$ cat config.mk
export PLATFORM = sky130hd
export DESIGN_NAME = add8u_err_meter
export DESIGN_NICKNAME = d
export VERILOG_FILES = /design/src/rtl/add8u_err_pkg.sv /design/src/rtl/err_dly_line.sv /design/src/rtl/add8u_err_meter.sv
export SDC_FILE = /design/constraint.sdc
export NUM_CORES = 1
export LEC_CHECK = 0
export ABC_AREA = 1
export BUFFER_PORTS_ARGS = -buffer_cell sky130_fd_sc_hd__buf_2
export CAP_MARGIN = 15
export CORE_MARGIN = 2
export CORE_UTILIZATION = 25
export CTS_CLUSTER_DIAMETER = 200
export DETAILED_ROUTE_END_ITERATION = 12
export PLACE_DENSITY = 0.47
export SKIP_LAST_GASP = 1
export SYNTH_ARGS = -nofsm -noshare
export SYNTH_HDL_FRONTEND = slang
export SYNTH_HIERARCHICAL = 1
export SYNTH_SLANG_ARGS = --single-unit
$ cat constraint.sdc
create_clock -name clk -period 7.8 [get_ports clk]
set_input_delay 0 -clock clk [delete_from_list [all_inputs] [get_ports clk]]
set_output_delay 0 -clock clk [all_outputs]
set_load 0.02 [all_outputs]
$ cat src/rtl/add8u_err_pkg.sv
// Shared types and width helpers for the approximate-adder error meter.
package add8u_err_pkg;

    typedef enum logic [1:0] {IDLE, SWEEP, DRAIN, FIN} state_t;

    // Index spans every (A,B) pair.
    function automatic int unsigned idx_width(input int unsigned w);
        return 2 * w;
    endfunction

    // Up to 2^(2W) mismatching pairs.
    function automatic int unsigned cnt_width(input int unsigned w);
        return 2 * w + 1;
    endfunction

    // 2^(2W) samples of |d| < 2^(W+1).
    function automatic int unsigned abs_width(input int unsigned w);
        return 3 * w + 2;
    endfunction

    // 2^(2W) samples of d^2 < 2^(2W+2).
    function automatic int unsigned sq_width(input int unsigned w);
        return 4 * w + 2;
    endfunction

endpackage

$ cat src/rtl/err_dly_line.sv
// Fixed-depth {valid,data} shift register; DEPTH=0 degenerates to a wire.
module err_dly_line #(
    parameter int unsigned DW    = 9,
    parameter int unsigned DEPTH = 0
) (
    input  logic          clk,
    input  logic          rst,
    input  logic          in_valid,
    input  logic [DW-1:0] in_data,
    output logic          out_valid,
    output logic [DW-1:0] out_data
);

    generate
        if (DEPTH == 0) begin : g_pass
            logic unused_clk_rst;
            assign unused_clk_rst = clk ^ rst;
            assign out_valid      = in_valid;
            assign out_data       = in_data;
        end else begin : g_pipe
            logic [DEPTH-1:0][DW:0] stage;

            always_ff @(posedge clk) begin
                if (rst) stage[0] <= '0;
                else     stage[0] <= {in_valid, in_data};
            end

            for (genvar i = 1; i < DEPTH; i++) begin : g_stage
                always_ff @(posedge clk) begin
                    if (rst) stage[i] <= '0;
                    else     stage[i] <= stage[i-1];
                end
            end

            assign {out_valid, out_data} = stage[DEPTH-1];
        end
    endgenerate

endmodule

$ cat src/rtl/add8u_err_meter.sv
// Exhaustive operand sweeper that scores an approximate adder against the exact sum.
module add8u_err_meter
    import add8u_err_pkg::*;
#(
    parameter int unsigned WIDTH    = 8,
    parameter int unsigned PIPE_LAT = 0
) (
    input  logic                          clk,
    input  logic                          rst,
    input  logic                          start,
    output logic                          busy,
    output logic                          done,
    output logic [WIDTH-1:0]              dut_a,
    output logic [WIDTH-1:0]              dut_b,
    input  logic [WIDTH:0]                dut_o,
    output logic [cnt_width(WIDTH)-1:0]   err_cnt,
    output logic [abs_width(WIDTH)-1:0]   sum_abs_err,
    output logic [WIDTH:0]                wce,
    output logic [sq_width(WIDTH)-1:0]    sum_sq_err
);

    localparam int unsigned IW  = idx_width(WIDTH);
    localparam int unsigned OW  = WIDTH + 1;
    localparam int unsigned DFW = WIDTH + 2;
    localparam int unsigned QW  = 2 * OW;
    localparam int unsigned CW  = cnt_width(WIDTH);
    localparam int unsigned AW  = abs_width(WIDTH);
    localparam int unsigned SW  = sq_width(WIDTH);
    localparam int unsigned DCW = $clog2(PIPE_LAT + 1) + 1;

    state_t          state;
    logic [IW-1:0]   idx;
    logic [IW-1:0]   idx_nxt_c;
    logic [DCW-1:0]  drain_cnt;
    logic            sweep_c;
    logic [OW-1:0]   exact_c;
    logic            smp_valid;
    logic [OW-1:0]   smp_exact;
    logic signed [DFW-1:0] diff_c;
    logic [OW-1:0]   abs_c;
    logic [QW-1:0]   sq_c;

    assign idx_nxt_c = idx + IW'(1);
    assign sweep_c   = (state == SWEEP);
    assign exact_c   = OW'(dut_a) + OW'(dut_b);

    // Exact reference follows the adder's latency so it lines up with dut_o.
    err_dly_line #(.DW(OW), .DEPTH(PIPE_LAT)) u_dly (
        .clk       (clk),
        .rst       (rst),
        .in_valid  (sweep_c),
        .in_data   (exact_c),
        .out_valid (smp_valid),
        .out_data  (smp_exact)
    );

    assign diff_c = $signed({1'b0, dut_o}) - $signed({1'b0, smp_exact});
    assign abs_c  = diff_c[DFW-1] ? OW'(-diff_c) : OW'(diff_c);
    assign sq_c   = QW'(abs_c) * QW'(abs_c);

    always_ff @(posedge clk) begin
        if (rst) begin
            state       <= IDLE;
            idx         <= '0;
            drain_cnt   <= '0;
            busy        <= 1'b0;
            done        <= 1'b0;
            dut_a       <= '0;
            dut_b       <= '0;
            err_cnt     <= '0;
            sum_abs_err <= '0;
            wce         <= '0;
            sum_sq_err  <= '0;
        end else begin
            done <= 1'b0;

            if (smp_valid) begin
                err_cnt     <= err_cnt + CW'(diff_c != '0);
                sum_abs_err <= sum_abs_err + AW'(abs_c);
                sum_sq_err  <= sum_sq_err + SW'(sq_c);
                if (abs_c > wce) wce <= abs_c;
            end

            case (state)
                IDLE: begin
                    if (start) begin
                        state       <= SWEEP;
                        idx         <= '0;
                        dut_a       <= '0;
                        dut_b       <= '0;
                        busy        <= 1'b1;
                        err_cnt     <= '0;
                        sum_abs_err <= '0;
                        wce         <= '0;
                        sum_sq_err  <= '0;
                    end
                end
                SWEEP: begin
                    idx <= idx_nxt_c;
                    if (idx == '1) begin
                        drain_cnt <= '0;
                        if (PIPE_LAT == 0) begin
                            state <= FIN;
                            busy  <= 1'b0;
                            done  <= 1'b1;
                        end else begin
                            state <= DRAIN;
                        end
                    end else begin
                        dut_a <= idx_nxt_c[WIDTH-1:0];
                        dut_b <= idx_nxt_c[IW-1:WIDTH];
                    end
                end
                DRAIN: begin
                    if (drain_cnt == DCW'(PIPE_LAT - 1)) begin
                        state <= FIN;
                        busy  <= 1'b0;
                        done  <= 1'b1;
                    end else begin
                        drain_cnt <= drain_cnt + DCW'(1);
                    end
                end
                FIN: begin
                    state <= IDLE;
                    dut_a <= '0;
                    dut_b <= '0;
                end
                default: state <= IDLE;
            endcase
        end
    end

endmodule
; Word-level counts from Yosys, hierarchy flattened
; Index checks and enable logic that the tools add are counted.
[word_totals]
regBits = 123
in_bits = 12
output_inout_bits = 104
word_cells = 74
[classes]
addsub = 8
mul = 1
n_lt_le_gt_ge = 1
eq_ne = 8
mux = 34
n_reduce_logical = 11
[op_table]
columns = cell, count
row1 = 2-to-1 mux 34 bit, 3
row2 = 2-to-1 mux 26 bit, 3
row3 = 2-to-1 mux 17 bit, 3
row4 = one-hot mux 8 bit (3 select lines), 2
row5 = 2-to-1 mux 9 bit, 5
row6 = adder 34 x 18 -> 34 bit, 1
row7 = one-hot mux 16 bit (2 select lines), 1
row8 = adder 26 x 9 -> 26 bit, 1
row9 = 2-to-1 mux 8 bit, 3
row10 = multiplier 9 x 9 -> 18 bit, 1
row11 = adder 17 x 1 -> 17 bit, 1
row12 = adder 16 x 1 -> 16 bit (second input constant), 1
row13 = equality test 16 bit (second input constant), 1
row14 = 2-to-1 mux 16 bit, 1
row15 = nonzero test 10 bit, 1
row16 = subtractor 9 x 9 -> 10 bit, 1
row17 = adder 8 x 8 -> 9 bit, 1
row18 = greater-than comparator 9 bit, 1
row19 = negation 9 bit, 1
row20 = one-hot mux 2 bit (4 select lines), 1
row21 = 2-to-1 mux 1 bit, 6
row22 = 2-to-1 mux 2 bit, 3
row23 = inequality test 2 bit (second input constant), 3
row24 = AND reduction 3 bit, 2
row25 = other kinds (11), 16

; Depth between registers and ports, before layout
; Gate-level depths: netlist of the first run.
[depth]
word_depth = 9
ltp_mapped = 48

; Modules after synthesis
; Netlist of the first run, hierarchy kept.
[by_module_without_submodules]
columns = mod, n_inst, cells_per_inst, area_each_um2
row1 = add8u_err_meter, 1, 1431, 10089.7
row2 = err_dly_line, 1, 10, 75.1

; Worst setup path before layout of the first run
; Ideal clock, no wire load.
[synth_path]
kind = reg2reg
startpoint = register dut_b[0]
endpoint = register sum_sq_err[29]
t_arrival_ns = 7.433
required_time_ns = 7.684
slack_ns = 0.251
stages_incl_launch_ff = 41
synth_period_minus_slack_ns = 7.549
path_cell_list = dfxtp_1 ha_1 inv_1 fa_1 o21ai_0 a21oi_1 nor2_1 nor2_1 o21ai_0 a21o_1 buf_4 inv_1 ha_1 nand2_1 inv_1 a21oi_1 nand3_4 inv_6 [5 not listed] fa_1 inv_1 fa_1 inv_1 fa_1 inv_1 fa_1 inv_1 fa_1 inv_1 ha_1 nand2_1 o21ai_0 a21oi_1 o211ai_1 nand3_1 o21ai_0 nor2_1
[synth_via]
elab_chain_cells = 9
[synth_rtl]
columns = element, line
row1 = start: declaration, add8u_err_meter.sv:14  ; output logic [WIDTH-1:0] dut_b,
row2 = start signal: assignment, add8u_err_meter.sv:111  ; dut_b <= idx_nxt_c[IW-1:WIDTH];
row3 = adder 8 x 8 -> 9 bit *, add8u_err_meter.sv:45  ; assign exact_c = OW'(dut_a) + OW'(dut_b);
row4 = net exact_c[8], add8u_err_meter.sv:36  ; logic [OW-1:0] exact_c;
row5 = subtractor 9 x 9 -> 10 bit *, add8u_err_meter.sv:57  ; assign diff_c = $signed({1'b0, dut_o}) - $signed({1'b0, smp_exact});
row6 = negation 9 bit, add8u_err_meter.sv:58  ; assign abs_c = diff_c[DFW-1] ? OW'(-diff_c) : OW'(diff_c);
row7 = 2-to-1 mux 9 bit *, add8u_err_meter.sv:58
row8 = multiplier 9 x 9 -> 18 bit *, add8u_err_meter.sv:59  ; assign sq_c = QW'(abs_c) * QW'(abs_c);
row9 = adder 34 x 18 -> 34 bit *, add8u_err_meter.sv:80  ; sum_sq_err <= sum_sq_err + SW'(sq_c);
row10 = 2-to-1 mux 34 bit *, add8u_err_meter.sv:77  ; if (smp_valid) begin
row11 = 2-to-1 mux 34 bit, add8u_err_meter.sv:86  ; if (start) begin
row12 = 2-to-1 mux 34 bit *, add8u_err_meter.sv:84  ; case (state)
row13 = end signal: assignment, add8u_err_meter.sv:80
row14 = end: declaration, add8u_err_meter.sv:19  ; output logic [sq_width(WIDTH)-1:0] sum_sq_err
; Mark *: on every way through the listed nets, which the timed path passes. The rest lies on a longest branch.
; A chain may end at the register's enable or synchronous reset.

; Final worst setup path of the first run
[layout_path]
startpoint = register dut_a[2]
endpoint = register sum_sq_err[15]
[layout_via]
elab_chain_cells = 9
[layout_rtl]
columns = element, line
row1 = start: declaration, add8u_err_meter.sv:13  ; output logic [WIDTH-1:0] dut_a,
row2 = start signal: assignment, add8u_err_meter.sv:110  ; dut_a <= idx_nxt_c[WIDTH-1:0];
row3 = adder 8 x 8 -> 9 bit *, add8u_err_meter.sv:45
row4 = net exact_c[7], add8u_err_meter.sv:36
row5 = subtractor 9 x 9 -> 10 bit *, add8u_err_meter.sv:57
row6 = negation 9 bit, add8u_err_meter.sv:58
row7 = 2-to-1 mux 9 bit *, add8u_err_meter.sv:58
row8 = multiplier 9 x 9 -> 18 bit *, add8u_err_meter.sv:59
row9 = adder 34 x 18 -> 34 bit *, add8u_err_meter.sv:80
row10 = 2-to-1 mux 34 bit *, add8u_err_meter.sv:77
row11 = 2-to-1 mux 34 bit, add8u_err_meter.sv:86
row12 = 2-to-1 mux 34 bit *, add8u_err_meter.sv:84
; Marks and branches as above.

==> results of run 1 <==
logic make-up (layout without fill, tap and decap cells):
| logic type | Yosys count | count (layout) |
|---|---|---|
| AO/OA/AOI/OAI | 245 | 245 |
| buffers and inverters | 319 | 459 |
| flip-flops | 123 | 123 |
| adder cells (fa/ha/maj) | 136 | 136 |
| AND/OR/NAND/NOR | 582 | 582 |
| XOR/XNOR | 36 | 36 |
metrics by stage:
step | instance area, um2 | cells
3_3_place_gp | 11400 | 2068
4_1_cts | 12100 | 2101
3_5_place_dp | 11400 | 2068
5_1_grt | 12300 | 2106
2_1_floorplan | 10200 | 1441
6_report | 12300 | 2106
flip-flops by register name, summed over array words and instances, names as in the netlist:
signal	count
sum_sq_err	34
sum_abs_err	26
err_cnt	17
idx	16
wce	9
dut_a	8
dut_b	8
state	2
busy	1
done	1
drain_cnt	1
layer usage:
metal  up-vias  GRT usage, %  part of all wire [%]
li1       4831             -                     -
met4         0          4.34                   1.7
met1      4265          18.0                    46
met2        96          24.3                    48
met3        25          3.31                   3.8
met5         -             0                     0
timing repair:
item	CTS	global route
cloned	0	1
hold buffers	1	0
setup endpoints to repair	2	26
pin swaps	0	6
setup buffers	0	4
resized for setup	2	52
hold endpoints to repair	13	0
final cells by class:
class	instances	area [um2]
fill	4331	27600
multi-input combinational	999	6630
sequential	123	2470
inverter	281	1070
timing repair buffer	145	807
tap	525	657
clock buffer	21	480
clock inverter	11	165
timing repair inverter	1	6.26
placed cells by master (no fill, tap or decap), types with 9 or more instances in the layout:
master,netlist,routed
a21oi_1,115,109
nor2_1,169,161
nand2_2,17,20
inv_1,267,266
o211ai_1,11,11
xor2_1,24,24
nor2_2,12,18
nand3_1,51,48
nand2_1,240,236
nand4_1,23,23
inv_2,10,12
a21oi_2,3,9
buf_4,12,28
buf_2,3,115
xnor2_1,10,9
ha_1,88,79
nor3_1,26,26
dfxtp_1,123,119
clkbuf_16,0,17
o21ai_0,76,69
fa_1,48,47
o21ai_1,11,15
worst reg2reg max path: cells and delay by family, from the launching register on:
family / cells / cell delay [ps]
compound gates: 9 / 1610
xor+xnor: 3 / 470
fa+ha+maj: 8 / 3220
buf+inv: 7 / 650
flops: 1 / 340
simple gates: 8 / 930
worst paths after layout:
path / slack (ps) / end / cells past startpoint
hold / removal: 40 / idx[0] / 5
hold reg to reg: 450 / busy / 2
setup reg to reg: 510 / sum_sq_err[15] / 35
setup / recovery: 510 / sum_sq_err[15] / 35
==> flow_summary.toml, run 1 <==
[logic_synthesis]
synth_ff_type = "dfxtp_1"
yosysMostFrequentCell = "inv_1"
yosysWarnings = 6
synth_top_family_by_area = "simple AND/OR/NAND/NOR gates"
synth.distinct_cells = 54
synth_area_leaders = "dfxtp_1 24%, ha_1 11%, inv_1 9.9%, fa_1 9.5%, nand2_1 8.9%"
postSynthAreaPerCell_um2 = 7.05
synthAdderAreaFrac_pct = 20.3
synthMuxAreaShare_pct = 0
synth_common_cells = "267 x inv_1, 240 x nand2_1, 169 x nor2_1"
synth_top_cell_by_area = "dfxtp_1"
synth_xor_area_share_pct = 3.47
netlist_area_um2 = 10200
async_flop_share_pct = 0
synth_compound_area_share_pct = 13.4
ys_ff_latch = 123
synth_top_area_share_pct = 24.2
netlist_instances = 1441
synth_edf_count = 0
seq_area_frac_synth_pct = 24.2
yosys.area_share.simple_pct = 26.3
syn-num-nets = 1589

[setup_path]
critPathLaunchType = "flip-flop"
r2r_start = "dut_a[2]"
slowest_delay_ps = 570
path_max_fanout = 7
worst-setup-path-type = "flip-flop to flip-flop"
cp.required_ps = 8140
end_kind = "flip-flop"
crit_start = "dut_a[2]"
cp_common_cell = "inv_1"
crit_buf_inv = 7
critPathTopFamily = "adder cells"
slowest_stage = "fa_1"
worstPathArrival_ps = 7630

[floorplan]
dieArea_um2 = 42300
die-width_um = 206
io_pins = 116
start_util_pct = 25.5
core_area_um2 = 39900
die_h_um = 206
rows = 73

[drt]
first_iter_violations = 352
vias = 9217
drcViolationCount = 0
ant_nets = 0
routedWlPerCell_um = 13.8
first_pass_iters = 5
totalWireLength_um = 29000
vias_per_cell = 4.38

[sta]
rsz0062_at_grt = "yes"
timing.final.crit_share_pct = 93.5
skew_ps = 14.2
finalSetupTns_ps = 0
setup_viol = 0
relSlewSlack_pct = 30.4
tightest_slew_ps = 1040
whs_ps = 36.4
slew_violations = 0
period_minus_slack_ps = 7290
hold_violations = 0
fmax_mhz = 137
setup_ws_ps = 507

[final_layout]
post-route-util_pct = 30.8
area.growth.synth_to_final_pct = 20.8
antenna_cells = 0
drive_gt1_share_pct = 19.2
nNetsFinal = 1716

[clock_tree]
cts_num_sinks = 123
cts.reportedPaths.clkPinSlew_ps = 60
insertion_delay_ps = 450
htree_levels = 4
cts_buffers = 17
cts_max_path_buffers = 2
clock-root-buffer = "clkbuf_16"
cts_tree = "yes"

[status]
status = "complete, no violations"

[global_routing]
grt_remaining_overflow = 0
track_usage_pct = 14.3
grt_pass1_vias = 9188
antenna_found_initial = 0
grt_max_degree = 65
grt_first_pass_wirelength_um = 47400

[placement]
place_ws_ps = -13.4
globalplace.congestion = 0.859
io_buffer_count = 115
dp_hpwl_um = 22500

[job]
max_cap_viol_count = 0

[min_path]
hp-start = "start"
min_path_type = "input port to flip-flop"
Power of run 1 is left out: the tool's default activity adds up to more than one toggle a clock period on the data nets, which glitch-free logic cannot reach.
==> run 2: changes to the inputs <==
--- a/config.mk
+++ b/config.mk
@@ -7,7 +7,7 @@
 export LEC_CHECK = 0
 export ABC_AREA = 1
 export BUFFER_PORTS_ARGS = -buffer_cell sky130_fd_sc_hd__buf_2
-export CAP_MARGIN = 15
+export CORE_ASPECT_RATIO = 0.6
 export CORE_MARGIN = 2
 export CORE_UTILIZATION = 25
 export CTS_CLUSTER_DIAMETER = 200
==> flow_summary.toml, run 2 (synthesis gave the netlist of run 1 again) <==
[status]
status = "complete, no violations"

[sta]
fmax_mhz = 136
finalSetupTns_ps = 0
hold_violations = 0
timing.final.crit_share_pct = 94.3
slew_violations = 0
period_minus_slack_ps = 7360
skew_ps = 15.7
setup_ws_ps = 443
relSlewSlack_pct = 42.8
setup_viol = 0
tightest_slew_ps = 854

[setup_path]
slowest_delay_ps = 540
path_max_fanout = 8
critPathLaunchType = "flip-flop"
end_kind = "flip-flop"
worst-setup-path-type = "flip-flop to flip-flop"
slowest_stage = "fa_1"
cp.required_ps = 8120
worstPathArrival_ps = 7680

[min_path]
min_path_type = "input port to flip-flop"

[clock_tree]
cts_buffers = 17
htree_levels = 4
cts_num_sinks = 123
cts.reportedPaths.clkPinSlew_ps = 70
insertion_delay_ps = 440
cts_tree = "yes"
cts_max_path_buffers = 2
clock-root-buffer = "clkbuf_16"

[final_layout]
final_cell_mix = "267 x inv_1, 232 x nand2_1, 163 x nor2_1"
multi_input_area_um2 = 6630
nFillCells = 4360
drive_gt1_share_pct = 19.4
largest_reg_flops = 34
area.growth.synth_to_final_pct = 21.5
regArea_um2 = 2470
final_common_cell = "inv_1"
top_register = "sum_sq_err"
reg.largest.list = "sum_sq_err: 34 flops, sum_abs_err: 26 flops, err_cnt: 17 flops"
antenna_cells = 0
post-route-util_pct = 30.6
stdcell_area_um2 = 12300
nNetsFinal = 1724

[drt]
vias = 9413
drcViolationCount = 0
totalWireLength_um = 30200
ant_nets = 0
first_iter_violations = 548
vias_per_cell = 4.44
first_pass_iters = 5
routedWlPerCell_um = 14.3

[placement]
dp_hpwl_um = 23500
io_buffer_count = 115
place_ws_ps = -70.7
globalplace.congestion = 0.867
place_area_um2 = 11400

[floorplan]
die-width_um = 264
core_area_um2 = 40300
io_pins = 116
start_util_pct = 25.2
rows = 57
dieArea_um2 = 42300
die_h_um = 160

[job]
max_cap_viol_count = 0

[global_routing]
grt_max_degree = 56
grt_pass1_vias = 9013
grt_remaining_overflow = 0
grt_first_pass_wirelength_um = 49000
track_usage_pct = 14.7
antenna_found_initial = 0
[run 2: worst paths after layout]
check / start / slack [ps] / end / cells after the start
max: dut_a[2] / 440 / sum_sq_err[14] / 37
min: dut_o[0] / 300 / wce[0] / 5
max reg2reg: dut_a[2] / 440 / sum_sq_err[14] / 37
min reg2reg: busy / 460 / busy / 2
[run 2: cell type report]
type | count | area share (%)
repair buffers | 153 | 7.27
clock inverters | 14 | 1.42
clock buffers | 18 | 3.56
flip-flops and latches | 123 | 20.0
inverters | 281 | 8.64
repair inverters | 1 | 0.0507
well taps | 531 | 5.38
multi-input cells | 999 | 53.7
[run 2: routing by layer]
| metal | up-vias | wire (um) | global-route usage [%] | share of wire, % |
|---|---|---|---|---|
| met5 | - | 0 | 0 | 0 |
| met4 | 0 | 401 | 3.93 | 1.3 |
| met3 | 22 | 1400 | 2.85 | 4.6 |
| met2 | 188 | 12000 | 21.0 | 40 |
| met1 | 4346 | 16400 | 22.0 | 54 |
| li1 | 4857 | - | - | - |
[run 2: what timing repair did]
item	4_1_cts	5_1_grt
setup buffers	0	6
pin swaps	0	9
gates resized for setup	2	55
hold endpoints to repair	14	0
hold buffers	2	0
setup endpoints to repair	10	27
gates cloned	0	1
[run 2: stage by stage]
stage          hold slack (ps)  std cells
6_report                   299       2120
5_1_grt                    346       2120
4_1_cts                    278       2113
3_5_place_dp               423       2079
3_3_place_gp               426       2079
2_1_floorplan              250       1441
[run 2: worst max-delay path: cells and delay by family, from the launching register on]
kind            cells  cell delay, ps
compound gates      7            1070
xor+xnor            2             500
fa+ha+maj           8            3310
buf+inv             8             590
flops               1             340
simple gates       12            1380
Power of run 2 is left out for the same reason.
